$ cat config.mk
export PLATFORM = sky130hd
export DESIGN_NAME = alu_share_arbiter
export DESIGN_NICKNAME = d
export VERILOG_FILES = /design/src/rtl/alu_share_arbiter_pkg.sv /design/src/rtl/alu_share_arbiter_alu.sv /design/src/rtl/alu_share_arbiter.sv
export SDC_FILE = /design/constraint.sdc
export NUM_CORES = 2
export LEC_CHECK = 0
export ABC_AREA = 0
export ABC_CLOCK_PERIOD_IN_PS = 14000
export BUFFER_PORTS_ARGS = -buffer_cell sky130_fd_sc_hd__buf_2
export CAP_MARGIN = 20
export CORE_MARGIN = 3
export CORE_UTILIZATION = 45
export CTS_CLUSTER_DIAMETER = 150
export DETAILED_ROUTE_END_ITERATION = 10
export REMOVE_ABC_BUFFERS = 1
export SYNTH_ARGS = -nofsm -noshare
export SYNTH_HDL_FRONTEND = slang
export SYNTH_SLANG_ARGS = --single-unit
$ cat constraint.sdc
create_clock -name clk -period 14 [get_ports clk]
set_input_delay 2.1 -clock clk [delete_from_list [all_inputs] [get_ports clk]]
set_output_delay 2.1 -clock clk [all_outputs]
set_load 0.005 [all_outputs]
$ cat src/rtl/alu_share_arbiter_pkg.sv
// Shared op codes, FSM encoding and helpers for the two-port shared ALU.
// Imported by the arbiter top and its ALU datapath.
package alu_share_arbiter_pkg;

  localparam logic [2:0] OP_AND = 3'b000;
  localparam logic [2:0] OP_OR  = 3'b001;
  localparam logic [2:0] OP_ADD = 3'b010;
  localparam logic [2:0] OP_SUB = 3'b100;
  localparam logic [2:0] OP_MUL = 3'b101;
  localparam logic [2:0] OP_SLT = 3'b110;

  localparam logic [1:0] ST_IDLE = 2'd0;
  localparam logic [1:0] ST_EXEC = 2'd1;
  localparam logic [1:0] ST_RESP = 2'd2;

  // Extra EXEC cycles to wait before the result is latched.
  function automatic logic [3:0] cnt_load(
    input logic [2:0]  op,
    input int unsigned mul_lat
  );
    if (op == OP_MUL)
      return 4'(mul_lat - 1);
    return 4'd0;
  endfunction

endpackage

$ cat src/rtl/alu_share_arbiter_alu.sv
// Combinational 32-bit ALU shared by both requesters.
// Undefined op codes yield zero.
module alu_share_arbiter_alu
  import alu_share_arbiter_pkg::*;
#(
  parameter int WIDTH = 32
) (
  input  logic [WIDTH-1:0] i_a,
  input  logic [WIDTH-1:0] i_b,
  input  logic [2:0]       i_op,
  output logic [WIDTH-1:0] o_y
);

  logic [WIDTH-1:0] w_prod;
  logic             w_lt;

  always_comb begin
    w_prod = i_a * i_b;
    w_lt   = (i_a < i_b);
    o_y    = '0;
    unique case (i_op)
      OP_AND:  o_y = i_a & i_b;
      OP_OR:   o_y = i_a | i_b;
      OP_ADD:  o_y = i_a + i_b;
      OP_SUB:  o_y = i_a - i_b;
      OP_MUL:  o_y = w_prod;
      OP_SLT:  o_y = {{(WIDTH-1){1'b0}}, w_lt};
      default: o_y = '0;
    endcase
  end

endmodule

$ cat src/rtl/alu_share_arbiter.sv
// Round-robin arbiter sharing one ALU between the EX stage (port 0)
// and the address/aux unit (port 1); one op in flight at a time.
module alu_share_arbiter
  import alu_share_arbiter_pkg::*;
#(
  parameter int WIDTH   = 32,
  parameter int MUL_LAT = 3
) (
  input  logic             clk,
  input  logic             rst,
  input  logic [1:0]       req_valid,
  output logic [1:0]       req_ready,
  input  logic [WIDTH-1:0] req_srcA0,
  input  logic [WIDTH-1:0] req_srcB0,
  input  logic [WIDTH-1:0] req_srcA1,
  input  logic [WIDTH-1:0] req_srcB1,
  input  logic [2:0]       req_op0,
  input  logic [2:0]       req_op1,
  output logic             rsp_valid,
  input  logic             rsp_ready,
  output logic             rsp_id,
  output logic [WIDTH-1:0] rsp_data,
  output logic             busy
);

  logic [1:0]       r_state;
  logic             r_rr_ptr;
  logic             r_id;
  logic [WIDTH-1:0] r_srcA;
  logic [WIDTH-1:0] r_srcB;
  logic [2:0]       r_op;
  logic [3:0]       r_cnt;
  logic             r_rsp_valid;
  logic [WIDTH-1:0] r_rsp_data;

  logic             w_gnt_id;
  logic [1:0]       w_ready;
  logic             w_xfer;
  logic [WIDTH-1:0] w_gnt_a;
  logic [WIDTH-1:0] w_gnt_b;
  logic [2:0]       w_gnt_op;
  logic [WIDTH-1:0] w_alu_y;

  // Contention goes to rr_ptr; a lone requester always wins.
  always_comb begin
    w_gnt_id = (req_valid == 2'b11) ? r_rr_ptr : req_valid[1];
    w_ready  = 2'b00;
    if (!rst && r_state == ST_IDLE && req_valid != 2'b00)
      w_ready = w_gnt_id ? 2'b10 : 2'b01;
    w_xfer   = |w_ready;
    w_gnt_a  = w_gnt_id ? req_srcA1 : req_srcA0;
    w_gnt_b  = w_gnt_id ? req_srcB1 : req_srcB0;
    w_gnt_op = w_gnt_id ? req_op1   : req_op0;
  end

  alu_share_arbiter_alu #(
    .WIDTH (WIDTH)
  ) u_alu (
    .i_a  (r_srcA),
    .i_b  (r_srcB),
    .i_op (r_op),
    .o_y  (w_alu_y)
  );

  always_ff @(posedge clk) begin
    if (rst) begin
      r_state     <= ST_IDLE;
      r_rr_ptr    <= 1'b0;
      r_id        <= 1'b0;
      r_srcA      <= '0;
      r_srcB      <= '0;
      r_op        <= 3'b000;
      r_cnt       <= 4'd0;
      r_rsp_valid <= 1'b0;
      r_rsp_data  <= '0;
    end else begin
      unique case (r_state)
        ST_IDLE: begin
          if (w_xfer) begin
            r_srcA  <= w_gnt_a;
            r_srcB  <= w_gnt_b;
            r_op    <= w_gnt_op;
            r_id    <= w_gnt_id;
            r_cnt   <= cnt_load(w_gnt_op, MUL_LAT);
            r_state <= ST_EXEC;
          end
        end
        ST_EXEC: begin
          if (r_cnt != 4'd0) begin
            r_cnt <= r_cnt - 4'd1;
          end else begin
            r_rsp_data  <= w_alu_y;
            r_rsp_valid <= 1'b1;
            r_state     <= ST_RESP;
          end
        end
        ST_RESP: begin
          if (rsp_ready) begin
            r_rsp_valid <= 1'b0;
            r_rr_ptr    <= ~r_id;
            r_state     <= ST_IDLE;
          end
        end
        default: r_state <= ST_IDLE;
      endcase
    end
  end

  assign req_ready = w_ready;
  assign rsp_valid = r_rsp_valid;
  assign rsp_id    = r_id;
  assign rsp_data  = r_rsp_data;
  assign busy      = (r_state != ST_IDLE);

endmodule

---- Word level (Yosys, flattened, before mapping) ----
Index checks and enable logic that the tools add are counted.
storage, ports and cells
  memories kept ........................... 0
  output and inout port bits .............. 37
  bits in read-only memories .............. 0
  latch bits .............................. 0
  bits in registers ....................... 108
  RAM bits ................................ 0
cells by class
  mux-type cells .......................... 23
  bitwise gates (word level) .............. 4
  magnitude comparators ................... 1
  shifts and indexed selects .............. 0
  divide/modulo/power cells ............... 0
  eq/ne operators ......................... 13
  multiply operators ...................... 1
  reduce and logical (&&, ||, !) cells .... 17
  $add $sub $neg .......................... 3
operator list
  operator                                              number
  one-hot mux 32 bit (6 select lines)                   1
  2-to-1 mux 32 bit                                     2
  adder 32 bit                                          1
  AND 32 bit                                            1
  < comparator 32 bit                                   1
  multiplier 32 x 32 -> 32 bit                          1
  bitwise OR 32 bit                                     1
  subtractor 32 bit                                     1
  2-to-1 mux 4 bit                                      4
  equality test 3 bit (second input constant)           4
  2-to-1 mux 2 bit                                      5
  AND reduction 3 bit                                   3
  != test 2 bit (second input constant)                 4
  one-hot mux 4 bit (2 select lines)                    1
  nonzero test 2 bit                                    4
  2-to-1 mux 1 bit                                      7
  one-hot mux 2 bit (3 select lines)                    1
  AND reduction 2 bit                                   3
  equality test 2 bit (second input constant)           2
  nonzero test 4 bit                                    1
  subtractor 4 x 1 -> 4 bit (second input constant)     1
  equality test 3 x 1 -> 1 bit (second input constant)  1
  equality test 3 x 2 -> 1 bit (second input constant)  1
  logical NOT 3 bit                                     1
  8 further kinds                                       10

---- Depth between registers and ports, before layout ----
  word-level depth ........................ 11
  gate-level depth with buffers ........... 28

---- Hierarchy ----
Synthesis repeated with hierarchy kept, for this count alone.
unflattened totals
  cell total of the unflattened synthesis .. 2,909
  area, all modules ....................... 24,156.9 sq um
modules (own cells, without submodules)
  module                 cells an instance  area an instance (sq um)  sequential area each (sq um)  times used
  alu_share_arbiter_alu  2,414              19,663.9                  0.0                           1
  alu_share_arbiter      495                4,493.1                   2,162.1                       1

---- Worst setup path before layout ----
No wires, ideal clock.
  path type ............................... register -> register
  from .................................... reg r_srcB[2]
  to ...................................... reg r_rsp_data[31], in the netlist rsp_data[31]
  buffers on the path ..................... 2
  setup slack ............................. 6.819 ns
  stages on the path, launching flop included .. 27
  arrival time ............................ 7.061 ns
  clock period less this slack ............ 7.181 ns
  cells stage by stage .................... dfxtp_1 -> clkbuf_1 -> inv_1 -> clkbuf_1 -> nor2_1 -> fa_1 -> inv_1 -> fa_1 -> fa_1 -> fa_1 -> inv_1 -> fa_1 -> inv_1 -> fa_1 -> inv_1 -> fa_1 -> fa_1 -> ha_1 -> a21oi_1 -> o21ai_0 -> or3_1 -> o21ai_1 -> nor4_1 -> or3_1 -> a21oi_1 -> nor3b_1 -> o31a_1
between the ends
  cells in the longest elaborated chain, start to end .. 2
  elaborated cells on any way between the ends .. 4
RTL lines
  element                                               RTL line                     text
  start: declaration                                    alu_share_arbiter.sv:30      logic [WIDTH-1:0] r_srcB;
  start signal: assignment                              alu_share_arbiter.sv:81      r_srcB <= w_gnt_b;
  multiplier 32 x 32 -> 32 bit (tied with other cells)  alu_share_arbiter_alu.sv:18  w_prod = i_a * i_b;
  one-hot mux 32 bit (6 select lines) *                 alu_share_arbiter_alu.sv:21  unique case (i_op)
  end signal: assignment                                alu_share_arbiter.sv:92      r_rsp_data <= w_alu_y;
  end: declaration                                      alu_share_arbiter.sv:34      logic [WIDTH-1:0] r_rsp_data;
Every way passes the cells marked *; elsewhere a longest branch is shown, timed or not.
A chain may end at the register's enable or synchronous reset.

---- Worst setup path after layout ----
  from .................................... reg r_srcA[6]
  to ...................................... reg r_rsp_data[31], in the netlist rsp_data[31]
between the ends
  cells in the longest elaborated chain, start to end .. 2
  elaborated cells on any way between the ends .. 4
RTL lines
  element                                               RTL line                     text
  start: declaration                                    alu_share_arbiter.sv:29      logic [WIDTH-1:0] r_srcA;
  start signal: assignment                              alu_share_arbiter.sv:80      r_srcA <= w_gnt_a;
  multiplier 32 x 32 -> 32 bit (tied with other cells)  alu_share_arbiter_alu.sv:18
  one-hot mux 32 bit (6 select lines) *                 alu_share_arbiter_alu.sv:21
Marks and branches as above.

==> results.ini <==
[timing]
finClkSkew_ns = 0.0274
grt_setup_unrepaired = no
finalSetupViolations = 0
fmax_mhz = 113
maxSlewViolCount = 0
fin_setup_tns_ns = 0
layout_min_cycle_time_ns = 8.82
max_slew_margin_pct = 19.7
finalHoldViolCount = 0
postLayoutSetupSlackWorst_ns = 5.18
worstMarginPinSlew_ns = 1.20
post-route-period-util_pct = 63.0

[drt]
routed_wl_um = 95900
vias_per_cell = 5.99
drc = 0
routed-via-count = 22308
post_drt_wl_per_cell_um = 25.8
first_pass_iters = 6
drt_iter0_drc = 2151
ant_nets = 0

[yosys]
ys_top_cells_by_count = inv_1 (466), nor2_1 (454), fa_1 (410)
synth_area_leader_cell = fa_1
yosys.area.top_type_share_pct = 33.5
post_synth_instance_area_sq_um = 24500
yosysMostFrequentCell = inv_1
yosys_warnings = 0
ys_seq_elements = 108
postSynthAreaPerCell_sq_um = 8.26
synth-async-reset-ratio_pct = 0
synth_cells = 2963
synthTopCellsByArea = fa_1 (34%), ha_1 (11%), dfxtp_1 (8.8%)
yosysSeqAreaShare_pct = 8.84
synth_ff_type = dfxtp_1
synth-edff-count = 0
yosys.cell_types.count = 86

[clock_network]
ctsHoldBuffers = 0
clockBufferDepth = 2
cts_setup_buffers = 0
ctsResizeCount = 0
cts-root-buf = clkbuf_16
numClockSinks = 108
htreeDepth = 3
cts_buffers = 9
clock_latency_ns = 0.41
clkTransAtPathRegs_ns = 0.11
cts_tree = yes

[hold_path]
hold_class = flop to flop

[floorplanning]
die_h_um = 239
rows = 84
io_pins = 176
die_area_sq_um = 57200
core_area_sq_um = 53200
start_util_pct = 46.0
die_x_um = 239

[worst_setup_path]
end_kind = flop
worstPathRequired_ns = 14.31
cp_max_fo = 13
cpMostUsedCell = fa_1
cp_slowest_cell = dfxtp_1
start_kind = flop
critPathKind = flop to flop
cp_data_arrival_time_ns = 9.13
max_stage_delay_ns = 1.13

[grt]
grt.busiest_layer = met2
overflow = 0
grt_pass1_wl_um = 144000
antenna_found_initial = 3
track_usage_pct = 34.1
grt_pass1_vias = 23242
grt_max_degree = 105
gr-usage-met1_pct = 45.2
use_met3_pct = 5.45
met2_usage_pct = 54.0

[pwr]
ir_drop_v = 0.000276
powerDensity_nw_per_um2 = 241
p_leak_uw = 0.0125

[placed_design]
dp_slack_ns = 5.42
dp_hpwl_um = 74600
gp_congestion = 0.991
io_buffer_count = 175

[finish]
drive_gt1_share_pct = 9.52
fillers = 5250
area_growth_pct = 7.41
layout.nets = 3801

[job]
maxCapViolations = 0

[run_status]
outcome = completed

## cell families (layout without fill, tap and decap cells)
family                     count (synthesis)  after routing  synth area share, %
AOI/OAI and AO/OA                        508            508                 14.6
xor gates and xnor gates                  86             86                 3.14
adders and majority gates                631            631                 44.9
buffers and inverters                    652            725                 10.1
DFF                                      108            108                 8.84
muxes                                     80             80                 3.28
other                                      0              1                    0
and+or+nand+nor                          898            898                 15.2
## worst paths after layout
check / start / to / slack (ns) / cells past startpoint
max: r_srcA[6] / rsp_data[31] / 5.18 / 27
min: rsp_data[14] / rsp_data[14] / 0.46 / 2
max reg2reg: r_srcA[6] / rsp_data[31] / 5.18 / 27
min reg2reg: rsp_data[14] / rsp_data[14] / 0.46 / 2
## report_power, final
group	switching, uW	internal (uW)
clock network	169	129
registers	122	363
logic	3440	2120
total	3730	2610
## cells in the final DEF, fill, tap and decap left out, drive strengths merged, types with 7 or more instances in the layout
cell type	count
clkinv	17
ha	221
a221oi	22
or2	10
o31ai	12
or3	19
a211oi	84
inv	473
nor2b	13
a31oi	16
o21ai	77
a311oi	8
a211o	7
a21oi	115
nor2	455
nor3	25
xor2	18
buf	226
nor4	13
o21bai	14
a221o	7
o22ai	10
nand3	15
clkbuf	9
o211ai	17
nand2b	14
xnor2	67
nand2	301
dfxtp	108
mux2i	78
fa	410
and3	8
o21a	12
o221ai	11
o22a	10
a21o	26
## sequential cells by signal, summed over array words and instances, names as in the netlist
signal,count
r_srcB,32
r_op,3
rsp_data,32
r_cnt,4
r_srcA,32
rsp_id,1
rsp_valid,1
r_state,2
r_rr_ptr,1
## worst max-delay path, delay by kind of cell (launching register included)
kind                       cells  cell delay, ns
adders and majority gates      9            3.87
and+or+nand+nor                6            1.55
buffers and inverters          8            1.30
DFF                            1            1.13
AOI/OAI and AO/OA              4            0.85
## final cells by class
cell class / count / area, sq um / area share, %
diodes: 1 / 2.50 / 0.00952
clock inverters: 7 / 91.3 / 0.348
well taps: 688 / 861 / 3.28
flip-flops and latches: 108 / 2160 / 8.23
inverters: 483 / 1810 / 6.90
repair buffers: 226 / 1260 / 4.80
clock buffers: 9 / 225 / 0.857
multi-input cells: 2203 / 19900 / 75.6
## metrics by stage
stage	util [%]	total power [uW]	instances	hold slack (ns)	area, sq um
after floorplan	-	4110	2794	0.439	23800
after global placement	48.8	5860	3708	0.440	26000
after detailed placement	48.8	5910	3708	0.443	26000
after CTS	49.4	6240	3724	0.457	26300
after global routing	49.4	6810	3724	0.471	26300
final	49.4	6340	3725	0.456	26300
## per-layer routing
| layer | part of all wire [%] | up-vias |
|---|---|---|
| li1 | - | 9659 |
| met1 | 40 | 11060 |
| met2 | 45 | 1301 |
| met3 | 9.1 | 288 |
| met4 | 6.1 | 0 |
| met5 | 0 | - |
Note: power is estimated with default switching activity, not from simulation.
